==> config.mk <==
export PLATFORM = sky130hd
export DESIGN_NAME = core_id_reg_ctrl
export DESIGN_NICKNAME = d
export VERILOG_FILES = /design/src/rtl/core_id_reg_ctrl.sv
export SDC_FILE = /design/constraint.sdc
export NUM_CORES = 1
export LEC_CHECK = 0
export CAP_MARGIN = 20
export CORE_ASPECT_RATIO = 1.4
export CORE_MARGIN = 1
export CORE_UTILIZATION = 30
export DETAILED_ROUTE_END_ITERATION = 12
export HOLD_SLACK_MARGIN = 0.02
export PLACE_DENSITY = 0.69
export SETUP_SLACK_MARGIN = 0.2
export SLEW_MARGIN = 25
export SYNTH_ARGS = -nofsm -noshare
export SYNTH_HDL_FRONTEND = slang
export SYNTH_SLANG_ARGS = --single-unit
export TNS_END_PERCENT = 1
==> constraint.sdc <==
create_clock -name clk -period 9.15 [get_ports clk]
set_input_delay 1.83 -clock clk [delete_from_list [all_inputs] [get_ports clk]]
set_output_delay 1.83 -clock clk [all_outputs]
set_load 0.02 [all_outputs]
==> src/rtl/core_id_reg_ctrl.sv <==
// Write-port arbiter and long-latency hazard scoreboard for the ID-stage register file.
// Optional operand forwarding from the write port: define CORE_REG_CTRL_BYPASS_EN.
//
// state   | meaning
// --------+-----------------------------------------------------------
// ST_INIT | zeroing x0..x31 through the write port, ID held in stall
// ST_RUN  | wb/lu arbitration, pending scoreboard and stall generation
module core_id_reg_ctrl #(
  parameter int NREGS = 32
) (
  input  logic        clk,
  input  logic        rst,
  input  logic [4:0]  id_rs1_addr,
  input  logic        id_rs1_used,
  input  logic [4:0]  id_rs2_addr,
  input  logic        id_rs2_used,
  input  logic [4:0]  id_rd_addr,
  input  logic        id_valid,
  input  logic        id_long,
  output logic        id_stall,
  input  logic [31:0] rf_rd0_data,
  input  logic [31:0] rf_rd1_data,
  output logic [31:0] id_rs1_data,
  output logic [31:0] id_rs2_data,
  input  logic        wb_valid,
  input  logic [4:0]  wb_addr,
  input  logic [31:0] wb_data,
  input  logic        lu_valid,
  input  logic [4:0]  lu_addr,
  input  logic [31:0] lu_data,
  output logic        lu_ready,
  output logic        rf_write_en,
  output logic [4:0]  rf_write_addr,
  output logic [31:0] rf_write_data
);

  typedef enum logic {
    ST_INIT = 1'b0,
    ST_RUN  = 1'b1
  } state_t;

  state_t           state;
  state_t           state_nxt;
  logic [4:0]       clr_idx;
  logic [4:0]       clr_idx_nxt;
  logic [NREGS-1:0] pending;
  logic [NREGS-1:0] pending_nxt;
  logic [NREGS-1:0] clr_mask;
  logic [NREGS-1:0] set_mask;
  logic [NREGS-1:0] raw_pend;

  logic        in_run;
  logic        sel_valid;
  logic [4:0]  sel_addr;
  logic [31:0] sel_data;
  logic        lu_xfer;
  logic        raw_hit;
  logic        waw_hit;
  logic        coll_hit;
  logic        issue_long;

  always_ff @(posedge clk) begin
    if (rst) begin
      state   <= ST_INIT;
      clr_idx <= 5'd0;
      pending <= '0;
    end else begin
      state   <= state_nxt;
      clr_idx <= clr_idx_nxt;
      pending <= pending_nxt;
    end
  end

  always_comb begin
    state_nxt     = state;
    clr_idx_nxt   = clr_idx;
    sel_valid     = 1'b0;
    sel_addr      = 5'd0;
    sel_data      = 32'd0;
    lu_ready      = 1'b0;
    rf_write_en   = 1'b0;
    rf_write_addr = 5'd0;
    rf_write_data = 32'd0;
    case (state)
      ST_INIT: begin
        rf_write_en   = 1'b1;
        rf_write_addr = clr_idx;
        clr_idx_nxt   = clr_idx + 5'd1;
        if (clr_idx == 5'd31) begin
          state_nxt = ST_RUN;
        end
      end
      ST_RUN: begin
        // Writeback has no ready, so it always owns the port when present.
        lu_ready = ~wb_valid;
        if (wb_valid) begin
          sel_valid = 1'b1;
          sel_addr  = wb_addr;
          sel_data  = wb_data;
        end else if (lu_valid) begin
          sel_valid = 1'b1;
          sel_addr  = lu_addr;
          sel_data  = lu_data;
        end
        rf_write_en   = sel_valid & (sel_addr != 5'd0);
        rf_write_addr = sel_addr;
        rf_write_data = sel_data;
      end
      default: begin
        state_nxt   = ST_INIT;
        clr_idx_nxt = 5'd0;
      end
    endcase
  end

  assign in_run  = (state == ST_RUN);
  assign lu_xfer = lu_valid & lu_ready;

  always_comb begin
    clr_mask = '0;
    if (lu_xfer) begin
      clr_mask = {{(NREGS-1){1'b0}}, 1'b1} << lu_addr;
    end
  end

`ifdef CORE_REG_CTRL_BYPASS_EN
  // A result landing this cycle is forwarded, so its pending bit no longer blocks readers.
  assign raw_pend = pending & ~clr_mask;
  assign coll_hit = 1'b0;

  assign id_rs1_data = (rf_write_en && (rf_write_addr == id_rs1_addr)) ? rf_write_data
                                                                       : rf_rd0_data;
  assign id_rs2_data = (rf_write_en && (rf_write_addr == id_rs2_addr)) ? rf_write_data
                                                                       : rf_rd1_data;
`else
  assign raw_pend = pending;
  // Without forwarding, a reader of the register being written waits one cycle.
  assign coll_hit = rf_write_en &
                    ((id_rs1_used & (id_rs1_addr == rf_write_addr)) |
                     (id_rs2_used & (id_rs2_addr == rf_write_addr)));

  assign id_rs1_data = rf_rd0_data;
  assign id_rs2_data = rf_rd1_data;
`endif

  assign raw_hit = (id_rs1_used & (id_rs1_addr != 5'd0) & raw_pend[id_rs1_addr]) |
                   (id_rs2_used & (id_rs2_addr != 5'd0) & raw_pend[id_rs2_addr]);
  assign waw_hit = id_valid & (id_rd_addr != 5'd0) & pending[id_rd_addr];

  assign id_stall = in_run ? (id_valid & (raw_hit | waw_hit | coll_hit)) : 1'b1;

  assign issue_long = in_run & id_valid & id_long & ~id_stall & (id_rd_addr != 5'd0);

  always_comb begin
    set_mask = '0;
    if (issue_long) begin
      set_mask = {{(NREGS-1){1'b0}}, 1'b1} << id_rd_addr;
    end
  end

  // Set is applied after clear so a same-register race leaves the bit pending.
  always_comb begin
    pending_nxt    = (pending & ~clr_mask) | set_mask;
    pending_nxt[0] = 1'b0;
  end

endmodule

; ---- Word-level counts from Yosys, hierarchy flattened
; Cells that the tools add are included.
[totals]
input_bits = 161
out_inout_bits = 104
elab_cells = 66
register_bits = 38
[op_classes]
addsub = 1
n_eq_ne = 3
order_cmp = 3
mux = 23
n_reduce_logical = 4
n_bitwise = 26
shift = 2
[op_table]
columns = cell, n
row1 = 32-bit two-way mux, 5
row2 = 1-bit by 5-bit << shifter with 32-bit output (first input constant), 2
row3 = 32-bit bitwise AND, 1
row4 = 32-bit NOT, 1
row5 = 32-bit OR, 1
row6 = 5-bit nonzero test, 4
row7 = 5-bit by 6-bit < comparator with 1-bit output (second input constant), 3
row8 = 1-bit bitwise AND, 16
row9 = 1-bit binary-select mux with 5-bit select, 3
row10 = 5-bit two-way mux, 3
row11 = 5-bit == test, 2
row12 = 1-bit two-way mux, 10
row13 = 5-bit case mux with 2 select lines, 1
row14 = 5-bit by 1-bit adder with 5-bit output (second input constant), 1
row15 = 5-bit == test (second input constant), 1
row16 = 1-bit OR, 4
row17 = 1-bit NOT, 3
row18 = 1-bit case mux with 2 select lines, 1

; ---- Longest topological paths before layout
[depth]
word_depth = 16
mapped_depth = 11
ltp_nobuf = 7

; ---- Worst setup path before layout
; OpenSTA, ideal clock, no wires.
[synth_timing]
path_kind = input port to output port
startpoint = input port lu_valid
endpoint = output port id_stall
t_arrival_ns = 3.969
required_time_ns = 7.320
cell_stages = 10
setup_slack_ns = 3.351
cell_sequence = clkbuf_1 > nor2b_1 > clkbuf_1 > a221oi_2 > nor2_1 > a211oi_1 > or4_1 > buf_2 > buf_6 > a21o_1
[synth_between]
elab_chain_cells = 11
[synth_lines]
columns = item, line
row1 = start: declaration, 28  ; input logic lu_valid,
row2 = 5-bit two-way mux *, 100  ; end else if (lu_valid) begin
row3 = 5-bit two-way mux *, 96  ; if (wb_valid) begin
row4 = 5-bit two-way mux *, 84  ; case (state)
row5 = 5-bit case mux with 2 select lines *, 84
row6 = via rf_write_addr[3], 33  ; output logic [4:0] rf_write_addr,
row7 = "5-bit == test, on equally long branches", "139, 140"
row8 = "1-bit bitwise AND, on equally long branches", "139, 140"
row9 = 1-bit OR *, 139  ; ((id_rs1_used & (id_rs1_addr == rf_write_addr)) |
row10 = 1-bit bitwise AND *, 138  ; assign coll_hit = rf_write_en &
row11 = 1-bit OR *, 150  ; assign id_stall = in_run ? (id_valid & (raw_hit | waw_hit | coll_hit)) : 1'b1;
row12 = 1-bit bitwise AND *, 150
row13 = 1-bit two-way mux *, 150
row14 = end: declaration, 20  ; output logic id_stall,
; The timed path passes the listed nets; every way through them passes the cells marked *. The select of a mux whose other input is x is not followed.

; ---- Worst setup path after layout
[layout_timing]
startpoint = input port id_rs2_addr[0]
endpoint = output port id_stall
[layout_between]
elab_chain_cells = 8
[layout_lines]
columns = item, line
row1 = start: declaration, 15  ; input logic [4:0] id_rs2_addr,
row2 = 1-bit binary-select mux with 5-bit select / 5-bit nonzero test (equally long branches), 147  ; (id_rs2_used & (id_rs2_addr != 5'd0) & raw_pend[id_rs2_addr]);
row3 = 1-bit two-way mux (not written as such) / 1-bit bitwise AND (equally long branches), 147
row4 = 1-bit bitwise AND, 147
row5 = 1-bit OR, 146  ; assign raw_hit = (id_rs1_used & (id_rs1_addr != 5'd0) & raw_pend[id_rs1_addr]) |
row6 = 1-bit OR, 150
row7 = 1-bit OR *, 150
row8 = 1-bit bitwise AND *, 150
row9 = 1-bit two-way mux *, 150
; Every way passes the cells marked *; elsewhere a longest branch is shown, timed or not. The select of a mux whose other input is x is not followed.

==> run_results.csv <==
group,metric,value,unit
cells_and_area,fin_cells,721,
power,powerDensity,93.77,nW/um^2
detailed_routing,drcViolationCount,0,
yosys,syn-num-nets,669,
floorplan,core,13000,sq um
yosys,synth_compound_area_share,26.43,%
worst_setup_path,worst_setup_path_end_kind,"output port",
grt,grt_antenna_before_repair,1,
placement,io_buffers,136,
placement,dp_hpwl,13930,microns
yosys,synth_most_common_cell,"buf_4",
cells_and_area,num_antenna_cells,0,
cells_and_area,drive_above_1_share,7.735,%
yosys,synth-seq-cells,37,
yosys,synth_edf_count,0,
floorplan,die_area,13900,sq um
detailed_routing,wirelength,17670,microns
yosys,synth_commonest_cells,"buf_4, nor2_1, dfxtp_1",
timing,setup_viol_count_final,0,
yosys,yosys_most_used_dff,"dfxtp_1",
grt,grt_pass1_vias,4309,
timing,whs,0.5192,ns
clock_network,postCtsSetupBuffers,0,
worst_setup_path,crit_path_cell_trace,"clkdlybuf4s50_1 -> mux2_2 -> a221oi_1 -> o311ai_0 -> nand4_1 -> nand2_1 -> or4_1 -> buf_4 -> a21o_1 -> clkdlybuf4s50_1",
grt,gr-usage-all-layers,25.18,%
yosys,synthTopCellsByArea,"dfxtp_1, buf_4, mux4_2, a22oi_1, o31ai_1",
power,seq_power_share,34.5,%
power,irDropWorstVdd,77.85,uV
yosys,synthAdderAreaFrac,0.6211,%
power,power_frac_clock,37.2,%
timing,final.setup_skew,0.005861,ns
detailed_routing,ant_nets,0,
yosys,ys_types,58,
run,cap_violations,0,
timing,final_max_slew_viol_count,0,
yosys,seq_area_frac_synth,18.39,%
outcome,status,"finished, final reports clean",
clock_network,cts-hold-fix-buffers,0,
timing,fin_crit_sh,79.93,%
floorplan,rows,49,
floorplan,start_util,31.00,%
worst_setup_path,cp_slowest_cell,"clkdlybuf4s50_1",
clock_network,clk_pin_slew,0.06,ns
grt,grt_max_degree,56,
grt,grt_first_pass_wirelength,26190,microns
worst_setup_path,crit_top_cell,"clkdlybuf4s50_1",
yosys,syn_area,4029,sq um
clock_network,root_buffer,"clkbuf_16",
yosys,yosysWarnings,0,
clock_network,clock_path_buffers,2,
worst_setup_path,cpPeakStageDelay,0.92,ns
grt,busiest_layer,"met2",
power,cellLeakagePower,0.001677,uW
timing,slew-limit-headroom,31.57,%
clock_network,post_cts_resized,0,
yosys,synth_top_family_by_area,"compound AO/OA/AOI/OAI gates",
timing,rsz0062_at_grt,"false",
timing,worstMarginPinSlew,1.026,ns
yosys,netlist_instances,506,
min_path,hold_path_class,"reg2reg",
timing,fin_crit,7.314,ns
worst_setup_path,cp.arrival,5.48,ns
yosys,synth_mux_area_share,13.82,%
grt,met3_usage,5.746,%
worst_setup_path,required,7.32,ns
worst_setup_path,critPathMaxFanout,32,
floorplan,fp.dieW,99.94,microns
clock_network,clk_latency,0.29,ns
cells_and_area,area_delta_synth_final,25.99,%
grt,overflow,0,
placement,dp.cells,713,
placement,placed_cell_area,4923,sq um
worst_setup_path,startpoint_type,"input pin",
timing,tns,0,ns
power,p_switching,142.2,uW
cells_and_area,nFillCells,1378,
floorplan,die_h,139.1,microns
detailed_routing,firstDrtPassIters,4,
detailed_routing,drtIter0Drc,330,
cells_and_area,multi_input_area,2544,sq um
clock_network,clock_sinks,37,
yosys,synth-simple-area-share,18.73,%
placement,gp_congestion,0.9626,
worst_setup_path,r2r_cells,9,
timing,fmax,136.7,MHz
min_path,hold_path_depth,2,
grt,grtUsageMet1,29.36,%
worst_setup_path,worstSetupPathType,"in2out",
cells_and_area,nNetsFinal,705,
floorplan,ios,265,
clock_network,numCtsBuffers,5,
grt,grt_util_met2,43.56,%
yosys,synth_xor_area_share,3.478,%
cells_and_area,final_area,5076,sq um
timing,finalHoldViolations,0,
yosys,synth_top_area_share,18.39,%
power,p_comb_share,28.3,%
yosys,async_reset_ff_share,0,%
power,p_sw_share,29.88,%
cells_and_area,regArea,740.7,sq um
yosys,synth_area_per_cell,7.962,sq um
yosys,yosysTopAreaCell,"dfxtp_1",
power,p_int,333.8,uW
clock_network,cts_tree,"done",
detailed_routing,vias,4328,
detailed_routing,drt-vias-per-instance,6.003,
detailed_routing,routedWlPerCell,24.51,microns
clock_network,htreeDepth,2,
## area by class of cell
class	count	area share, %
Clock buffer	6	2.736
Clock inverter	2	0.2711
Inverter	10	0.7395
Multi-Input combinational cell	349	50.11
Sequential cell	37	14.59
Tap cell	178	4.387
Timing Repair Buffer	139	27.16
## routing by layer
metal	vias to the layer above	wire length, microns
li1	1888	-
met5	-	0
met3	69	1962
met1	2068	6268
met2	303	8722
met4	0	718
## worst max-delay path: cells and delay by family
family,cells,cell delay [ns]
and+or+nand+nor,3,0.75
muxes,1,0.41
AOI/OAI and AO/OA,3,0.76
buffers and inverters,3,1.72
## flip-flops by register name, summed over array words and instances (netlist names)
register	cells
pending	31
in_run	1
clr_idx	5
## cells in the final DEF (no fill, tap or decap), drive strengths merged, types with 11 or more instances in the layout
cell type        n
a22oi           33
clkdlybuf4s50  135
mux4            17
o31ai           30
o21ai           11
o211ai          26
nor2            56
nand2           30
nand2b          11
dfxtp           37
a21oi           13
nand3           17
## through the flow
stage               setup slack (ns)  power (uW)  util [%]
finish                         1.836       476.0     39.05
global placement               1.898       299.4     37.88
CTS                            1.840       475.8     39.05
floorplan                      3.351       275.2         -
global route                   1.668       492.3     39.05
detailed placement             1.856       299.9     37.88
## final timing paths
| path | from | endpoint | slack, ns |
|---|---|---|---|
| max | id_rs2_addr[0] | id_stall | 1.84 |
| min reg2reg | pending[27]$_SDFF_PP0_ | pending[27]$_SDFF_PP0_ | 0.52 |
| min | pending[27]$_SDFF_PP0_ | pending[27]$_SDFF_PP0_ | 0.52 |
| max reg2reg | in_run$_SDFF_PP0_ | pending[4]$_SDFF_PP0_ | 6.16 |
## cell families after synthesis
kind of cell / count (synthesis)
adder cells (fa/ha/maj): 2
buffers and inverters: 120
AO/OA/AOI/OAI: 143
XOR/XNOR: 16
flip-flops: 37
AND/OR/NAND/NOR: 155
multiplexers: 33
## power groups by stage
stage                     logic (uW)  clock network, uW  registers (uW)
after floorplan                  109                  0             167
after global placement           132                  0             168
after detailed placement         132                  0             168
after global routing             143                185             165
final                            134                177             164
after CTS                        133                178             164
Note: power is estimated with default switching activity, not from simulation.
